## src/rtl/apb_i2c_regbank.sv

```systemverilog
// APB slave register bank for an I2C core: TX/RX FIFO ports with bounded wait states,
// status/interrupt registers and a bank of configuration registers.
module apb_i2c_regbank #(
    parameter int DATA_W    = 32,
    parameter int NUM_CFG   = 4,
    parameter int CFG_W     = 14,
    parameter int STALL_MAX = 255
) (
    input  logic                     PCLK,
    input  logic                     PRESET,
    input  logic                     PSELx,
    input  logic                     PENABLE,
    input  logic                     PWRITE,
    input  logic [7:0]               PADDR,
    input  logic [DATA_W-1:0]        PWDATA,
    output logic [DATA_W-1:0]        PRDATA,
    output logic                     PREADY,
    output logic                     PSLVERR,
    output logic [DATA_W-1:0]        TX_WDATA,
    output logic                     TX_WR,
    input  logic                     TX_FULL,
    input  logic                     TX_EMPTY,
    input  logic [DATA_W-1:0]        RX_RDATA,
    output logic                     RX_RD,
    input  logic                     RX_EMPTY,
    input  logic                     ERROR,
    output logic [NUM_CFG*CFG_W-1:0] CFG_REGS,
    output logic                     IRQ
);

    localparam logic [9:0] STALL_LIM = 10'(STALL_MAX);
    localparam logic [3:0] NCFG      = 4'(NUM_CFG);

    typedef enum logic [1:0] {ST_IDLE, ST_ACCESS, ST_WAIT} state_t;

    state_t           state_q, state_d, cur_st;
    logic [9:0]       cnt_q, cnt_d, cnt_eff;
    logic [CFG_W-1:0] cfg_q [NUM_CFG];
    logic [3:0]       ien_q, ist_q, ist_d, ist_set, ist_clr;
    logic             tx_empty_q, rx_empty_q, error_q, irq_q;

    logic             hit_tx, hit_rx, hit_stat, hit_ien, hit_ist, cfg_hit;
    logic             is_tx, is_rx, is_stat, legal, blocked, timeout;
    logic             active, done, err_c, ok_c, wr_ok;
    logic [2:0]       cfg_idx;
    logic [DATA_W-1:0] rd_mux;

    assign cfg_idx  = PADDR[4:2];
    assign hit_tx   = (PADDR == 8'h00);
    assign hit_rx   = (PADDR == 8'h04);
    assign hit_stat = (PADDR == 8'h08);
    assign hit_ien  = (PADDR == 8'h0C);
    assign hit_ist  = (PADDR == 8'h10);
    assign cfg_hit  = (PADDR[7:5] == 3'b001) && (PADDR[1:0] == 2'b00) && ({1'b0, cfg_idx} < NCFG);

    assign is_tx   = hit_tx & PWRITE;
    assign is_rx   = hit_rx & ~PWRITE;
    assign is_stat = hit_stat & ~PWRITE;
    assign legal   = is_tx | is_rx | is_stat | hit_ien | hit_ist | cfg_hit;

    // ACCESS is the first enable cycle and is never held in state_q; dropping PSELx in WAIT aborts.
    always_comb begin
        cur_st = ST_IDLE;
        if (state_q == ST_WAIT) begin
            cur_st = PSELx ? ST_WAIT : ST_IDLE;
        end else if (PSELx && PENABLE) begin
            cur_st = ST_ACCESS;
        end
    end

    assign cnt_eff = (cur_st == ST_WAIT) ? cnt_q : 10'd0;
    assign blocked = (is_tx && TX_FULL) || (is_rx && RX_EMPTY);
    assign timeout = blocked && (cnt_eff >= STALL_LIM);
    assign active  = (cur_st != ST_IDLE) && !PRESET;
    assign done    = active && (!blocked || timeout);
    assign err_c   = done && (!legal || blocked);
    assign ok_c    = done && !err_c;
    assign wr_ok   = ok_c && PWRITE;

    always_comb begin
        state_d = ST_IDLE;
        cnt_d   = 10'd0;
        if (active && !done) begin
            state_d = ST_WAIT;
            cnt_d   = cnt_eff + 10'd1;
        end
    end

    always_comb begin
        rd_mux = '0;
        if (is_rx) begin
            rd_mux = RX_RDATA;
        end else if (is_stat) begin
            rd_mux[7:0] = {ist_q, ERROR, RX_EMPTY, TX_EMPTY, TX_FULL};
        end else if (hit_ien) begin
            rd_mux[3:0] = ien_q;
        end else if (hit_ist) begin
            rd_mux[3:0] = ist_q;
        end else if (cfg_hit) begin
            for (int i = 0; i < NUM_CFG; i++) begin
                if (cfg_idx == 3'(i)) rd_mux[CFG_W-1:0] = cfg_q[i];
            end
        end
    end

    // Event set wins over a same-cycle write-1-to-clear.
    always_comb begin
        ist_set = {done && blocked, ERROR & ~error_q, rx_empty_q & ~RX_EMPTY, TX_EMPTY & ~tx_empty_q};
        ist_clr = (wr_ok && hit_ist) ? PWDATA[3:0] : 4'd0;
        ist_d   = (ist_q & ~ist_clr) | ist_set;
    end

    always_ff @(posedge PCLK) begin
        if (PRESET) begin
            state_q    <= ST_IDLE;
            cnt_q      <= 10'd0;
            ien_q      <= 4'd0;
            ist_q      <= 4'd0;
            tx_empty_q <= 1'b0;
            rx_empty_q <= 1'b0;
            error_q    <= 1'b0;
            irq_q      <= 1'b0;
            for (int i = 0; i < NUM_CFG; i++) cfg_q[i] <= '0;
        end else begin
            state_q    <= state_d;
            cnt_q      <= cnt_d;
            ist_q      <= ist_d;
            tx_empty_q <= TX_EMPTY;
            rx_empty_q <= RX_EMPTY;
            error_q    <= ERROR;
            irq_q      <= |(ist_q & ien_q);
            if (wr_ok && hit_ien) ien_q <= PWDATA[3:0];
            for (int i = 0; i < NUM_CFG; i++) begin
                if (wr_ok && cfg_hit && (cfg_idx == 3'(i))) cfg_q[i] <= PWDATA[CFG_W-1:0];
            end
        end
    end

    for (genvar g = 0; g < NUM_CFG; g++) begin : g_cfg
        assign CFG_REGS[g*CFG_W +: CFG_W] = cfg_q[g];
    end

    assign PREADY   = done;
    assign PSLVERR  = err_c;
    assign TX_WR    = ok_c & is_tx;
    assign RX_RD    = ok_c & is_rx;
    assign TX_WDATA = PWDATA;
    assign PRDATA   = (ok_c && !PWRITE) ? rd_mux : '0;
    assign IRQ      = irq_q;

endmodule

```

## config.mk

```make
export PLATFORM = sky130hd
export DESIGN_NAME = apb_i2c_regbank
export DESIGN_NICKNAME = d
export VERILOG_FILES = /design/src/rtl/apb_i2c_regbank.sv
export SDC_FILE = /design/constraint.sdc
export NUM_CORES = 1
export LEC_CHECK = 0
export ABC_AREA = 1
export BUFFER_PORTS_ARGS = -buffer_cell sky130_fd_sc_hd__buf_2
export CAP_MARGIN = 20
export CORE_MARGIN = 8
export CORE_UTILIZATION = 42
export CTS_BUF_LIST = sky130_fd_sc_hd__clkbuf_8
export CTS_CLUSTER_DIAMETER = 150
export CTS_CLUSTER_SIZE = 24
export DETAILED_ROUTE_END_ITERATION = 6
export PLACE_DENSITY_LB_ADDON = 0.12
export SKIP_LAST_GASP = 1
export SLEW_MARGIN = 10
export SYNTH_ARGS = -nofsm -noshare
export SYNTH_HDL_FRONTEND = slang
export SYNTH_SLANG_ARGS = --single-unit
```

## constraint.sdc

```tcl
create_clock -name PCLK -period 6.1 [get_ports PCLK]
set_clock_uncertainty 0.15 [all_clocks]
set_input_delay 0.915 -clock PCLK [delete_from_list [all_inputs] [get_ports PCLK]]
set_output_delay 0.915 -clock PCLK [all_outputs]
set_load 0.02 [all_outputs]
```

==> results.ini <==
[status]
status = finished clean

[detailed_routing]
routed_wl_mm = 13.9
dr_total_vias = 3954
drtPass1Iterations = 5
drt_iter0_drc = 262
avgViaCountPerCell = 4.96
drcViolationCount = 0
antenna_left = 0
detail_route.wl_per_cell_um = 17.4

[setup_path]
crit_path_cell_trace = buf_2, inv_1, nand2_1, nor2_1, nand2_1, nand2_1, nor2_1, nand3_2, nand3_4, nor2_1, o21ai_0, a31oi_1, buf_2
end_kind = primary output
worstPathMaxFanout = 11
critical-path-max-stage-delay_ns = 0.42
cp-start-kind = input port
crit_required_ns = 5.03
cpMaxStageDelayCell = nor2_1
r2r-end = cfg_q[0][12]$_SDFFCE_PN0P_
worst-path-buf-inv = 3
r2r_start = state_q[1]$_SDFF_PP0_
cp_num_cells = 13
worst-setup-path-type = in2out
ff2ff_path_depth = 8
crit_path_end = PRDATA[4]
worst_path_dominant_cell_family = simple AND/OR/NAND/NOR gates
crit_arrival_ns = 3.07
crit_start = PADDR[6]
reg2reg_slack_ns = 3.60

[clocking]
cts-root-buf = clkbuf_8
clk_pin_slew_worst_paths_ns = 0.07
htreeDepth = 3
clk_latency_ns = 0.34
cts_hold_buf = 0
cts_tree = done
cts_buffer_depth = 2
cts_resized = 0
cts_inserted_buffers = 9
post_cts_buffers = 0
clock-sinks = 79

[synth]
avgSynthCellArea_um2 = 8.31
syn-cell-area_um2 = 4300
synth-seq-cells = 79
ys_seq_area_share_pct = 49.9
yosysWarnings = 0
syn_inst = 517
synth_cell_types = 34

[die]
die_h_um = 117
start_util_pct = 42.4
die_x_um = 117
row_count = 37
core_um2 = 10100
dieArea_um2 = 13700
ioPinCount = 206

[pwr]
p_total_mw = 1.19
p_per_area_nw_per_um2 = 227
ir_drop_uv = 163
power.leakage_nw = 2.55

[timing]
max_freq_ghz = 0.242
slew_headroom_pct = 58.0
rsz0062_at_grt = no
worst_slew_pin_slew_ns = 0.629
slew_viol_final = 0
fin_crit_sh_pct = 67.7
finalSetupViolations = 0
period_needed_ns = 4.13
hold_ws_ns = 0.304
hold_viol_final = 0
tns_ns = 0

[grt]
grt_overflow = 0
grt_pass1_wl_mm = 20.6
grt_max_degree = 19
grt_pass1_vias = 3800
antenna_found_initial = 0
globalRouteTotalUtil_pct = 19.9

[run]
max_cap_violations = 0

[worst_hold_path]
hold_path.startpoint = rx_empty_q$_SDFF_PP0_
min_path_type = reg2reg

[placed_design]
io_buffer_count = 169
placed_cells = 781
place.gp.congestion = 0.918
dp_hpwl_mm = 11.3

[layout]
layout_common_cells = buf_2 (169), nor2_1 (107), nand2_1 (88)
drive_gt1_share_pct = 32.5
fin_cells = 797
fillers = 985
utilization_pct = 51.8
nets = 738
n_antenna_cell = 0
area_growth_pct = 22.2
final_common_cell = buf_2

[sequential cells by signal, indices dropped and copies added, names as in the netlist]
signal,flops
IRQ,1
cfg_q,56
cnt_q,10
error_q,1
ien_q,4
ist_q,4
rx_empty_q,1
state_q,1
tx_empty_q,1
[synth_stat cells]
library cell,count,area (µm²)
a211oi_1,5,37.5
a21oi_1,27,135
a22oi_1,6,45.0
a31oi_1,3,18.8
a41oi_1,1,8.76
buf_2,3,15.0
buf_4,32,240
buf_6,4,45.0
clkbuf_1,5,18.8
clkinv_1,3,11.3
conb_1,1,3.75
dfxtp_1,23,460
edfxtp_1,56,1680
ha_1,1,12.5
inv_1,66,248
inv_2,3,11.3
nand2_1,88,330
nand2_4,4,45.0
nand3_1,17,85.1
nand3_2,2,20.0
nand3_4,1,17.5
nand4_1,1,6.26
nor2_1,107,402
nor2_2,11,68.8
nor2_4,4,45.0
nor2_8,1,20.0
nor3_1,5,25.0
nor3_4,1,16.3
o211ai_1,6,45.0
o21ai_0,22,110
o21ai_2,1,8.76
o221ai_1,4,35.0
or2_2,1,6.26
xor2_1,2,17.5
[through the flow]
step	instance area [µm²]	worst slack, ns
after floorplan	4300	2.37
after global placement	5020	1.98
after detailed placement	5020	2.00
after CTS	5250	1.99
after global routing	5250	1.70
final	5250	1.97
[power breakdown]
group	switching [mW]	total (mW)	leakage [nW]	internal, mW
registers	0.0144	0.610	0.719	0.595
logic	0.0980	0.141	1.71	0.0430
clock network	0.182	0.443	0.121	0.261
total	0.294	1.19	2.55	0.900
[area by class of cell]
type / instances / area, µm² / share of cell area [%]
Inverter: 72 / 270 / 5.15
Sequential cell: 79 / 2140 / 40.8
Timing Repair Buffer: 171 / 861 / 16.4
Clock buffer: 12 / 165 / 3.15
Clock inverter: 4 / 67.6 / 1.29
Multi-Input combinational cell: 323 / 1570 / 30.0
Tap cell: 136 / 170 / 3.24
[kinds of logic after synthesis]
family          synth area share, %
simple gates                   25.3
buf+inv                        13.7
flops                          49.9
compound gates                 10.3
xor+xnor                      0.408
fa+ha+maj                     0.291
other cells                  0.0873
[worst min path at each step]
stage / endpoint / depth (start not counted) / slack [ns]
6_report: ist_q[1]$_SDFF_PP0_ / 2 / 0.30
2_1_floorplan: ist_q[1]$_SDFF_PP0_ / 2 / 0.28
4_1_cts: ist_q[1]$_SDFF_PP0_ / 2 / 0.31
3_5_place_dp: ist_q[1]$_SDFF_PP0_ / 2 / 0.30
3_3_place_gp: ist_q[2]$_SDFF_PP0_ / 3 / 0.29
5_1_grt: ist_q[1]$_SDFF_PP0_ / 2 / 0.33
[worst min-delay path, cell delays in order (launching register included)]
cell,delay (ns)
dfxtp_1,0.30
nand2_1,0.05
a21oi_1,0.05
[layer usage]
metal / wire length, µm / vias to the layer above / track usage [%] / share of wire, %
met4: 334 / 0 / 7.59 / 2.4
met1: 5540 / 1803 / 25.0 / 40
met3: 1770 / 21 / 7.03 / 13
li1: - / 1912 / - / -
met2: 6210 / 218 / 31.0 / 45
met5: 0 / - / 0 / 0
Note: power is estimated with default switching activity, not from simulation.
